<file path="config.mk">
export PLATFORM = sky130hd
export DESIGN_NAME = stepper_seek_ctrl_flat
export DESIGN_NICKNAME = d
export VERILOG_FILES = /design/src/rtl/stepper_seek_ctrl_pkg.sv /design/src/rtl/stepper_seek_ctrl_if.sv /design/src/rtl/stepper_seek_ctrl_sensor_debounce.sv /design/src/rtl/stepper_seek_ctrl.sv /design/src/flat_wrapper.sv
export SDC_FILE = /design/constraint.sdc
export NUM_CORES = 1
export LEC_CHECK = 0
export ABC_AREA = 1
export BUFFER_PORTS_ARGS = -buffer_cell sky130_fd_sc_hd__buf_2
export CAP_MARGIN = 10
export CELL_PAD_IN_SITES_DETAIL_PLACEMENT = 1
export CELL_PAD_IN_SITES_GLOBAL_PLACEMENT = 1
export CORE_MARGIN = 1.5
export CORE_UTILIZATION = 45
export DETAILED_ROUTE_END_ITERATION = 6
export GPL_ROUTABILITY_DRIVEN = 0
export PLACE_DENSITY = 0.93
export SYNTH_ARGS = -nofsm -noshare
export SYNTH_HDL_FRONTEND = slang
export SYNTH_SLANG_ARGS = --single-unit
</file>
<file path="constraint.sdc">
create_clock -name clk -period 5.4 [get_ports clk]
set_clock_uncertainty 0.05 [all_clocks]
set_input_delay 1.35 -clock clk [delete_from_list [all_inputs] [get_ports clk]]
set_output_delay 1.35 -clock clk [all_outputs]
set_load 0.01 [all_outputs]
</file>
<file path="src/rtl/stepper_seek_ctrl_pkg.sv">
// stepper_seek_ctrl_pkg: command/state encodings and the {hi,lo} coil phase table.
package stepper_seek_ctrl_pkg;
  typedef enum logic [1:0] {OP_STOP, OP_HOME, OP_SEEK, OP_JOG} cmd_op_e;
  typedef enum logic [1:0] {ST_IDLE, ST_DEAD, ST_DWELL, ST_CHECK} state_e;
  // {hi[3:0], lo[3:0]} per phase index, terminal order {B-,B+,A-,A+}
  localparam logic [7:0] PHASE_TBL [8] = '{8'h12, 8'h5A, 8'h48, 8'h69, 8'h21, 8'hA5, 8'h84, 8'h96};
endpackage

</file>
<file path="src/rtl/stepper_seek_ctrl_if.sv">
// stepper_seek_ctrl_if: command valid/ready handshake from the bus-register decode.
interface stepper_seek_ctrl_if #(parameter int CNT_W = 16);
  import stepper_seek_ctrl_pkg::*;
  logic             cmd_valid;
  logic             cmd_ready;
  cmd_op_e          cmd_op;
  logic [CNT_W-1:0] cmd_arg;
  modport master (output cmd_valid, cmd_op, cmd_arg, input cmd_ready);
  modport slave  (input cmd_valid, cmd_op, cmd_arg, output cmd_ready);
endinterface

</file>
<file path="src/rtl/stepper_seek_ctrl_sensor_debounce.sv">
// sensor_debounce: 2-FF synchroniser followed by a stability counter on the synced bus.
module sensor_debounce #(
  parameter int W      = 1,
  parameter int DB_CYC = 8
) (
  input  logic         clk,
  input  logic         rst_n,
  input  logic [W-1:0] raw_i,
  output logic [W-1:0] db_o
);
  localparam int CW = $clog2(DB_CYC + 1);
  logic [W-1:0]  s1_q, s2_q, cand_q, db_q;
  logic [CW-1:0] cnt_q;
  assign db_o = db_q;
  // cand_q tracks the whole bus so a multi-bit code must be stable as one word
  always_ff @(posedge clk or negedge rst_n) begin
    if (!rst_n) begin
      s1_q   <= '0;
      s2_q   <= '0;
      cand_q <= '0;
      cnt_q  <= '0;
      db_q   <= '0;
    end else begin
      s1_q <= raw_i;
      s2_q <= s1_q;
      if (s2_q != cand_q) begin
        cand_q <= s2_q;
        cnt_q  <= CW'(1);
      end else if (cnt_q != CW'(DB_CYC)) cnt_q <= cnt_q + 1'b1;
      if (cnt_q == CW'(DB_CYC)) db_q <= cand_q;
    end
  end
endmodule

</file>
<file path="src/rtl/stepper_seek_ctrl.sv">
// stepper_seek_ctrl: bipolar stepper sequencer with dead-time insertion and home/position seek.
module stepper_seek_ctrl
  import stepper_seek_ctrl_pkg::*;
#(
  parameter int POS_W    = 3,
  parameter int CNT_W    = 16,
  parameter int DIV_W    = 16,
  parameter int DEAD_CYC = 4,
  parameter int DB_CYC   = 8
) (
  input  logic               clk,
  input  logic               rst_n,
  stepper_seek_ctrl_if.slave cmd,
  input  logic               cfg_half_i,
  input  logic               cfg_hold_i,
  input  logic [DIV_W-1:0]   cfg_div_i,
  input  logic [CNT_W-1:0]   cfg_max_i,
  input  logic [POS_W-1:0]   pos_sense_i,
  input  logic               home_sense_i,
  output logic               led_en_o,
  output logic [3:0]         drv_hi_o,
  output logic [3:0]         drv_lo_o,
  output logic               busy_o,
  output logic               done_o,
  output logic               err_timeout_o,
  output logic [CNT_W-1:0]   step_count_o,
  output logic [POS_W-1:0]   pos_db_o
);
  localparam int DW = $clog2(DEAD_CYC + 1);
  state_e           state_q;
  cmd_op_e          op_q;
  logic [CNT_W-1:0] tgt_q, cnt_q, cnt_inc, mag;
  logic [DIV_W-1:0] div_q, div_ld;
  logic [DW-1:0]    dcnt_q, off_q;
  logic [2:0]       idx_q, nxt_idx;
  logic [7:0]       drv_q;
  logic             dir_q, done_q, err_q, home_db, acc, term_now, term_chk, tmo;
  sensor_debounce #(.W(POS_W), .DB_CYC(DB_CYC)) u_pos_db (
    .clk(clk), .rst_n(rst_n), .raw_i(pos_sense_i), .db_o(pos_db_o));
  sensor_debounce #(.W(1), .DB_CYC(DB_CYC)) u_home_db (
    .clk(clk), .rst_n(rst_n), .raw_i(home_sense_i), .db_o(home_db));
  assign cmd.cmd_ready = (state_q == ST_IDLE) | (cmd.cmd_op == OP_STOP);
  assign acc           = cmd.cmd_valid & cmd.cmd_ready;
  assign mag           = cmd.cmd_arg[CNT_W-1] ? -cmd.cmd_arg : cmd.cmd_arg;
  assign term_now      = (cmd.cmd_op == OP_HOME) ? home_db :
                         (cmd.cmd_op == OP_SEEK) ? (pos_db_o == cmd.cmd_arg[POS_W-1:0]) & ~home_db :
                         (cmd.cmd_arg == '0);
  assign cnt_inc       = &cnt_q ? cnt_q : cnt_q + 1'b1;
  assign term_chk      = (op_q == OP_HOME) ? home_db :
                         (op_q == OP_SEEK) ? (pos_db_o == tgt_q[POS_W-1:0]) & ~home_db :
                         (cnt_inc == tgt_q);
  assign tmo           = (op_q != OP_JOG) & (cnt_inc == cfg_max_i);
  // full-step forces the odd (two-coil) indices, which also snaps an even index on the way
  assign nxt_idx       = cfg_half_i ? idx_q + (dir_q ? 3'd7 : 3'd1) : (idx_q | 3'd1) + (dir_q ? 3'd6 : 3'd2);
  assign div_ld        = (cfg_div_i == '0) ? DIV_W'(1) : cfg_div_i;
  assign {drv_hi_o, drv_lo_o} = drv_q;
  assign busy_o        = state_q != ST_IDLE;
  assign led_en_o      = busy_o & (op_q != OP_JOG);
  assign done_o        = done_q;
  assign err_timeout_o = err_q;
  assign step_count_o  = cnt_q;
  always_ff @(posedge clk or negedge rst_n) begin
    if (!rst_n) begin
      state_q <= ST_IDLE;
      op_q    <= OP_STOP;
      tgt_q   <= '0;
      cnt_q   <= '0;
      div_q   <= '0;
      dcnt_q  <= '0;
      off_q   <= '0;
      idx_q   <= '0;
      drv_q   <= '0;
      dir_q   <= 1'b0;
      done_q  <= 1'b0;
      err_q   <= 1'b0;
    end else begin
      done_q <= 1'b0;
      if (acc && cmd.cmd_op == OP_STOP) begin
        state_q <= ST_IDLE;
        drv_q   <= '0;
        off_q   <= DW'(DEAD_CYC - 1);
        done_q  <= 1'b1;
      end else if (acc) begin
        op_q  <= cmd.cmd_op;
        tgt_q <= (cmd.cmd_op == OP_JOG) ? mag : cmd.cmd_arg;
        dir_q <= (cmd.cmd_op == OP_JOG) & cmd.cmd_arg[CNT_W-1];
        cnt_q <= '0;
        err_q <= 1'b0;
        if (term_now) done_q <= 1'b1;
        else begin
          state_q <= ST_DEAD;
          drv_q   <= '0;
          dcnt_q  <= DW'(DEAD_CYC - 1);
          off_q   <= '0;
        end
      end else begin
        case (state_q)
          ST_IDLE: begin
            drv_q <= (off_q != '0 || !cfg_hold_i) ? 8'h00 : PHASE_TBL[idx_q];
            if (off_q != '0) off_q <= off_q - 1'b1;
          end
          ST_DEAD: begin
            if (dcnt_q == '0) begin
              state_q <= ST_DWELL;
              idx_q   <= nxt_idx;
              drv_q   <= PHASE_TBL[nxt_idx];
              div_q   <= div_ld;
            end else dcnt_q <= dcnt_q - 1'b1;
          end
          ST_DWELL: begin
            if (div_q == DIV_W'(1)) state_q <= ST_CHECK;
            else div_q <= div_q - 1'b1;
          end
          default: begin
            cnt_q <= cnt_inc;
            if (term_chk || tmo) begin
              state_q <= ST_IDLE;
              done_q  <= 1'b1;
              err_q   <= ~term_chk;
            end else begin
              state_q <= ST_DEAD;
              drv_q   <= '0;
              dcnt_q  <= DW'(DEAD_CYC - 1);
            end
          end
        endcase
      end
    end
  end
endmodule
</file>
<file path="src/flat_wrapper.sv">
// flat-port wrapper written by rule: the top's interface ports become plain ports
module stepper_seek_ctrl_flat import stepper_seek_ctrl_pkg::*;
#(
  parameter int POS_W    = 3,
  parameter int CNT_W    = 16,
  parameter int DIV_W    = 16,
  parameter int DEAD_CYC = 4,
  parameter int DB_CYC   = 8
)
  (clk, rst_n, cfg_half_i, cfg_hold_i, cfg_div_i, cfg_max_i, pos_sense_i, home_sense_i, led_en_o, drv_hi_o, drv_lo_o, busy_o, done_o, err_timeout_o, step_count_o, pos_db_o, cmd_cmd_valid, cmd_cmd_op, cmd_cmd_arg, cmd_cmd_ready);
  stepper_seek_ctrl_if #(.CNT_W(CNT_W)) cmd_i ();
  input  logic clk;
  input  logic rst_n;
  input  logic cfg_half_i;
  input  logic cfg_hold_i;
  input  logic [DIV_W-1:0] cfg_div_i;
  input  logic [CNT_W-1:0] cfg_max_i;
  input  logic [POS_W-1:0] pos_sense_i;
  input  logic home_sense_i;
  output logic led_en_o;
  output logic [3:0] drv_hi_o;
  output logic [3:0] drv_lo_o;
  output logic busy_o;
  output logic done_o;
  output logic err_timeout_o;
  output logic [CNT_W-1:0] step_count_o;
  output logic [POS_W-1:0] pos_db_o;
  input wire logic [$bits(cmd_i.cmd_valid)-1:0] cmd_cmd_valid;
  input wire logic [$bits(cmd_i.cmd_op)-1:0] cmd_cmd_op;
  input wire logic [$bits(cmd_i.cmd_arg)-1:0] cmd_cmd_arg;
  output wire logic [$bits(cmd_i.cmd_ready)-1:0] cmd_cmd_ready;
  assign cmd_i.cmd_valid = cmd_cmd_valid;
  assign cmd_i.cmd_op = cmd_cmd_op;
  assign cmd_i.cmd_arg = cmd_cmd_arg;
  assign cmd_cmd_ready = cmd_i.cmd_ready;
  stepper_seek_ctrl #(.POS_W(POS_W), .CNT_W(CNT_W), .DIV_W(DIV_W), .DEAD_CYC(DEAD_CYC), .DB_CYC(DB_CYC)) u_core (.clk(clk), .rst_n(rst_n), .cmd(cmd_i), .cfg_half_i(cfg_half_i), .cfg_hold_i(cfg_hold_i), .cfg_div_i(cfg_div_i), .cfg_max_i(cfg_max_i), .pos_sense_i(pos_sense_i), .home_sense_i(home_sense_i), .led_en_o(led_en_o), .drv_hi_o(drv_hi_o), .drv_lo_o(drv_lo_o), .busy_o(busy_o), .done_o(done_o), .err_timeout_o(err_timeout_o), .step_count_o(step_count_o), .pos_db_o(pos_db_o));
endmodule
</file>
==> results_dict.tcl, run 1 <==
set metrics [dict create \
    status "completed" \
    wl_per_cell_um 16.6 \
    r2r_cells 9 \
    fillers 1667 \
    critPathLaunchType "flop" \
    met3WireLength_um 695 \
    ant_nets 0 \
    drtIter0Drc 254 \
    boundaryPins 91 \
    max_stage_delay_ps 650 \
    area_growth_pct 14.5 \
    ys_top_cells_by_area "dfrtp_1, nand2_1, inv_1" \
    syn_nets 892 \
    slew_viol_final 0 \
    ys_seq_area_frac 0.385 \
    hold_depth 0 \
    core_area_um2 12800 \
    p_clk_frac 0.202 \
    period_minus_slack_ps 3450 \
    start_util 0.468 \
    worstSkewPairLatency_ps 350 \
    grt_max_degree 57 \
    syn_area_um2 5980 \
    viasPerCell 5.38 \
    relSlewSlack 0.501 \
    layout_commonest_cell "nand2_1" \
    p_int_mw 1.77 \
    irDropWorstVdd_mv 0.204 \
    r2r-start "u_core.state_q[0]$_DFFE_PN0P_" \
    yosys_warnings 0 \
    wl_met2_um 8940 \
    fmax_ghz 0.290 \
    cp_top_family "buffers and inverters" \
    seqPwrFrac 0.351 \
    post-cts-setup-buffers 0 \
    register_area_um2 2300 \
    switching_share 0.445 \
    hold_class "flop to flop" \
    path_clk_slew_ps 70 \
    die_h_um 118 \
    syn_area_per_cell_um2 7.32 \
    hpwl_um 13100 \
    grt_pass1_vias 6197 \
    first_pass_iters 4 \
    synth_edf_count 0 \
    cp-end-kind "flop" \
    hold_end "u_core.u_pos_db.s2_q[0]$_DFF_PN0_" \
    multi_input_area_um2 3200 \
    final_cell_mix "nand2_1, dfrtp_1, inv_1, nor2_1, buf_2" \
    critical_path_class "flop to flop" \
    ctsHoldBuffers 0 \
    ctsResizeCount 0 \
    antenna_found_initial 0 \
    power_leakage_nw 3.46 \
    period_share 0.639 \
    worstPathMaxFanout 22 \
    met1_length_um 7700 \
    hold_viol_final 0 \
    rows 41 \
    vias 5763 \
    worst-r2r-setup-slack_ps 1950 \
    die_w_um 118 \
    hold_start "u_core.u_pos_db.s1_q[0]$_DFF_PN0_" \
    worstPathCellList "inv_1 > ha_1 > inv_1 > or2_2 > nand2_1 > inv_1 > o21ai_0 > nand2_1 > o21ai_0" \
    worst_pin_slew_ps 749 \
    remaining_drc_errors 0 \
    htreeDepth 3 \
    nets 971 \
    cpMostUsedCell "inv_1" \
    synth_area_leader_cell "dfrtp_1" \
    crit_arrival_ps 3670 \
    cp.required_ps 5610 \
    drive_gt1_frac 0.163 \
    grt_use_total 0.264 \
    switching_power_mw 1.42 \
    numCtsBuffers 9 \
    cap_violations 0 \
    fin_cells 1072 \
    ys_types 39 \
    antenna_cells 0 \
    synth_top_area_frac 0.385 \
    routed_wl_um 17800 \
    cts-root-buf "clkbuf_16" \
    overflow 0 \
    synth-seq-cells 92 \
    worst-path-buf-inv 3 \
    die_area_um2 14000 \
    critPathSlowestCell "ha_1" \
    io_buffers 90 \
    rsz0062_at_grt "no" \
    final.setup.tns_ps 0 \
    dp.cells 1056 \
    synth_cells 816 \
    power.density_nw_per_um2 467 \
    cts_tree "yes" \
    finalSetupViolCount 0 \
    cts.sinks 92 \
    cts.path.max_buffers 2 \
    async_flop_share 1.00 \
    top_layer "met4" \
    ys.flop_type "dfrtp_1" \
    grt_pass1_wl_um 29900 \
    power_frac_comb 0.447 \
    timing.rr.end "u_core.div_q[5]$_DFFE_PN0P_" \
]
registers in the layout (all words and copies together), names as in the netlist, 2 cells and up:
signal,flops
u_core.u_pos_db.s2_q,3
u_core.drv_q,4
u_core.step_count_o,16
u_core.u_pos_db.cnt_q,4
u_core.u_pos_db.cand_q,3
u_core.idx_q,3
u_core.tgt_q,16
u_core.u_home_db.cnt_q,4
u_core.op_q,2
u_core.u_pos_db.s1_q,3
u_core.off_q,3
u_core.div_q,16
u_core.u_pos_db.db_o,3
u_core.dcnt_q,3
u_core.state_q,2
kinds of logic (layout without fill, tap and decap cells):
kind of cell / after synthesis / count (layout) / share of synthesized area
simple gates: 414 / 414 / 0.307
compound gates: 121 / 121 / 0.113
buf+inv: 118 / 202 / 0.0789
flops: 92 / 92 / 0.385
xor+xnor: 54 / 54 / 0.0791
fa+ha+maj: 17 / 17 / 0.0369
power groups by stage:
stage | Combinational [mW] | Sequential [mW] | Clock [mW]
2_1_floorplan | 1.03 | 1.07 | 0
3_3_place_gp | 1.31 | 1.11 | 0
3_5_place_dp | 1.38 | 1.12 | 0
4_1_cts | 1.43 | 1.12 | 0.656
5_1_grt | 1.62 | 1.15 | 0.678
6_report | 1.43 | 1.12 | 0.645
worst max-delay path by stage:
stage                                        from  slack (ps)  cells after the start                                   to
floorplan                           cmd_cmd_op[1]        2370                      3                        cmd_cmd_ready
global route        u_core.state_q[0]$_DFFE_PN0P_        1560                      9          u_core.div_q[5]$_DFFE_PN0P_
finish              u_core.state_q[0]$_DFFE_PN0P_        1950                      9          u_core.div_q[5]$_DFFE_PN0P_
global placement                    cmd_cmd_op[1]        1870                     11   u_core.step_count_o[1]$_DFFE_PN0P_
CTS                 u_core.state_q[0]$_DFFE_PN0P_        1930                      9          u_core.div_q[5]$_DFFE_PN0P_
detailed placement                  cmd_cmd_op[1]        1770                     11  u_core.step_count_o[11]$_DFFE_PN0P_
routing by layer:
layer | track usage | vias to the layer above
met3 | 0.0502 | 37
met2 | 0.470 | 133
li1 | - | 2779
met5 | 0 | -
met4 | 0.0938 | 0
met1 | 0.318 | 2814
area by class of cell:
cell class	count	share of cell area
clock inverter	4	0.00713
multi-input combinational	606	0.468
sequential	92	0.337
tap	172	0.0315
clock buffer	12	0.0360
timing repair buffer	93	0.0695
inverter	93	0.0514
synthesized netlist by cell type, types with 3 or more instances:
| cell | number |
|---|---|
| nand2_1 | 206 |
| clkbuf_1 | 19 |
| xor2_1 | 31 |
| dfrtp_1 | 92 |
| nor2_2 | 6 |
| nor4_1 | 5 |
| nand2_2 | 6 |
| ha_1 | 16 |
| nor2_1 | 90 |
| or2_2 | 8 |
| nor3_1 | 12 |
| xnor2_1 | 23 |
| a21oi_1 | 25 |
| nand2_4 | 5 |
| nand4_1 | 14 |
| inv_1 | 90 |
| o211ai_1 | 5 |
| a31oi_1 | 3 |
| o21ai_2 | 4 |
| o22ai_1 | 8 |
| nand3_2 | 3 |
| nand3_1 | 51 |
| o21ai_0 | 67 |
| buf_4 | 5 |
metrics by stage:
stage               worst slack (ps)  hold WS [ps]  utilization  area, um2  power [mW]
floorplan                       2370           281            -       5980        2.10
global placement                1870           283        0.512       6550        2.41
detailed placement              1770           287        0.512       6550        2.50
CTS                             1930           302        0.536       6840        3.21
global route                    1560           306        0.536       6840        3.45
finish                          1950           299        0.536       6840        3.19
Note: power is estimated with default switching activity, not from simulation.
==> inputs of run 2 (changes only) <==
--- a/config.mk
+++ b/config.mk
@@ -11,10 +11,10 @@
 export CELL_PAD_IN_SITES_DETAIL_PLACEMENT = 1
 export CELL_PAD_IN_SITES_GLOBAL_PLACEMENT = 1
 export CORE_MARGIN = 1.5
-export CORE_UTILIZATION = 45
+export CORE_UTILIZATION = 42
 export DETAILED_ROUTE_END_ITERATION = 6
 export GPL_ROUTABILITY_DRIVEN = 0
-export PLACE_DENSITY = 0.93
+export PLACE_DENSITY = 0.88
 export SYNTH_ARGS = -nofsm -noshare
 export SYNTH_HDL_FRONTEND = slang
 export SYNTH_SLANG_ARGS = --single-unit
==> constraint.sdc (replaced) <==
create_clock -name clk -period 3.3 [get_ports clk]
set_clock_uncertainty 0.05 [all_clocks]
set_input_delay 0.825 -clock clk [delete_from_list [all_inputs] [get_ports clk]]
set_output_delay 0.825 -clock clk [all_outputs]
set_load 0.01 [all_outputs]
==> run 2 against run 1 <==
Net effect:
- worst setup slack lost 1600 ps
- via count shrank 1.9%
- combinational power grew 63%
- critical path depth grew 7
==> results_dict.tcl, run 2 (synthesis results as in run 1) <==
set metrics [dict create \
    stdcell_area_um2 6930 \
    hold_class "flop to flop" \
    hold_start "u_core.u_home_db.s1_q$_DFF_PN0_" \
    ctsHoldBuffers 0 \
    cts_tree "yes" \
    worstPathMaxFanout 8 \
    boundaryPins 91 \
    finalSetupViolCount 0 \
    fin_cells 1087 \
    first_pass_iters 4 \
    crit_arrival_ps 3140 \
    status "completed" \
    placed_cell_area_um2 6610 \
    numCtsBuffers 9 \
    period_share 0.881 \
    rsz0062_at_grt "no" \
    ctsResizeCount 0 \
    nets 976 \
    die_area_um2 15000 \
    area_growth_pct 16.0 \
    r2r-start "u_core.step_count_o[0]$_DFFE_PN0P_" \
    post-cts-setup-buffers 0 \
    final_cell_mix "nand2_1, dfrtp_1, inv_1, nor2_1, buf_2" \
    rows 43 \
    worst_pin_slew_ps 639 \
    drtIter0Drc 271 \
    overflow 0 \
    fillers 1805 \
    cap_violations 0 \
    final.setup.tns_ps 0 \
    dp_slack_ps 286 \
    cp.required_ps 3530 \
    relSlewSlack 0.574 \
    critical_path_class "flop to flop" \
    dp.cells 1069 \
    power_leakage_nw 3.50 \
    register_area_um2 2300 \
    routed_wl_um 17200 \
    hold_depth 0 \
    die_w_um 122 \
    multi_input_area_um2 3200 \
    hpwl_um 13100 \
    critPathLaunchType "flop" \
    power.density_nw_per_um2 764 \
    remaining_drc_errors 0 \
    irDropWorstVdd_mv 0.322 \
    grt_use_total 0.244 \
    cts.path.max_buffers 2 \
    start_util 0.431 \
    fmax_ghz 0.344 \
    core_area_um2 13900 \
    worstSkewPairLatency_ps 360 \
    setup_ws_ps 392 \
    timing.rr.end "u_core.drv_q[4]$_DFFE_PN0P_" \
    period_minus_slack_ps 2910 \
    drive_gt1_frac 0.168 \
    grt_max_degree 50 \
    path_clk_slew_ps 70 \
    grt_pass1_wl_um 28700 \
    viasPerCell 5.20 \
    htreeDepth 3 \
    layout_commonest_cell "nand2_1" \
    cts.sinks 92 \
    vias 5656 \
    r2r_cells 16 \
    cts-root-buf "clkbuf_16" \
    cp-end-kind "flop" \
    wl_per_cell_um 15.8 \
    die_h_um 122 \
    io_buffers 90 \
    hold_viol_final 0 \
    slew_viol_final 0 \
    ant_nets 0 \
    grt_pass1_vias 5914 \
    hold_end "u_core.u_home_db.s2_q$_DFF_PN0_" \
    worst-r2r-setup-slack_ps 390 \
    final_util 0.499 \
    antenna_found_initial 1 \
]
run 2: cell count changes in the layout (fill, tap and decap cells not counted):
cell	previous run	this run
buf_12	0	1
buf_4	4	8
clkinv_4	1	0
clkinv_2	2	1
clkinvlp_4	0	1
bufinv_16	1	2
diode_2	0	2
run 2: how the worst max path moves through the flow:
stage | endpoint | startpoint | slack [ps] | cells past startpoint
after floorplan | u_core.drv_q[2]$_DFFE_PN0P_ | cmd_cmd_arg[1] | 850 | 14
after CTS | u_core.drv_q[4]$_DFFE_PN0P_ | u_core.step_count_o[0]$_DFFE_PN0P_ | 420 | 16
after global placement | u_core.drv_q[2]$_DFFE_PN0P_ | cmd_cmd_arg[1] | 460 | 15
final | u_core.drv_q[4]$_DFFE_PN0P_ | u_core.step_count_o[0]$_DFFE_PN0P_ | 390 | 16
after detailed placement | u_core.drv_q[4]$_DFFE_PN0P_ | cmd_cmd_arg[1] | 290 | 15
after global routing | u_core.dcnt_q[0]$_DFFE_PN0P_ | u_core.step_count_o[0]$_DFFE_PN0P_ | 160 | 19
run 2: layout make-up:
class / instances / share of cell area
Antenna cell: 2 / 0.000722
Clock buffer: 12 / 0.0356
Clock inverter: 4 / 0.0105
Inverter: 93 / 0.0507
Multi-Input combinational cell: 606 / 0.462
Sequential cell: 92 / 0.332
Tap cell: 180 / 0.0325
Timing Repair Buffer: 98 / 0.0758
run 2: power breakdown:
| part | internal [mW] | leakage [nW] | switching [mW] |
|---|---|---|---|
| combinational | 0.834 | 2.18 | 1.50 |
| sequential | 1.48 | 1.16 | 0.348 |
| clock | 0.684 | 0.153 | 0.453 |
| total | 3.00 | 3.50 | 2.30 |
run 2: metrics by stage:
step	total power, mW	hold slack [ps]
6_report	5.30	299
5_1_grt	5.73	316
4_1_cts	5.32	301
3_5_place_dp	4.15	286
3_3_place_gp	4.00	282
2_1_floorplan	3.43	281
run 2: critical path, cell delays in order (launching register included):
cell	delay, ps
dfrtp_1	460
ha_1	310
nand2_1	90
nor2_2	160
nand2_4	110
xor2_1	230
nand2_1	190
xor2_1	180
nor2_1	140
nand2_1	80
nor2_1	170
nand3_1	140
nand2_4	130
nand3_4	70
nand2_4	130
nand2_1	100
o21ai_2	70
run 2: routing by layer:
metal	vias to the layer above	global-route usage	wire [um]
met4	0	0.0930	380
li1	2801	-	-
met2	95	0.423	8490
met1	2727	0.307	7690
met3	33	0.0381	595
met5	-	0	0
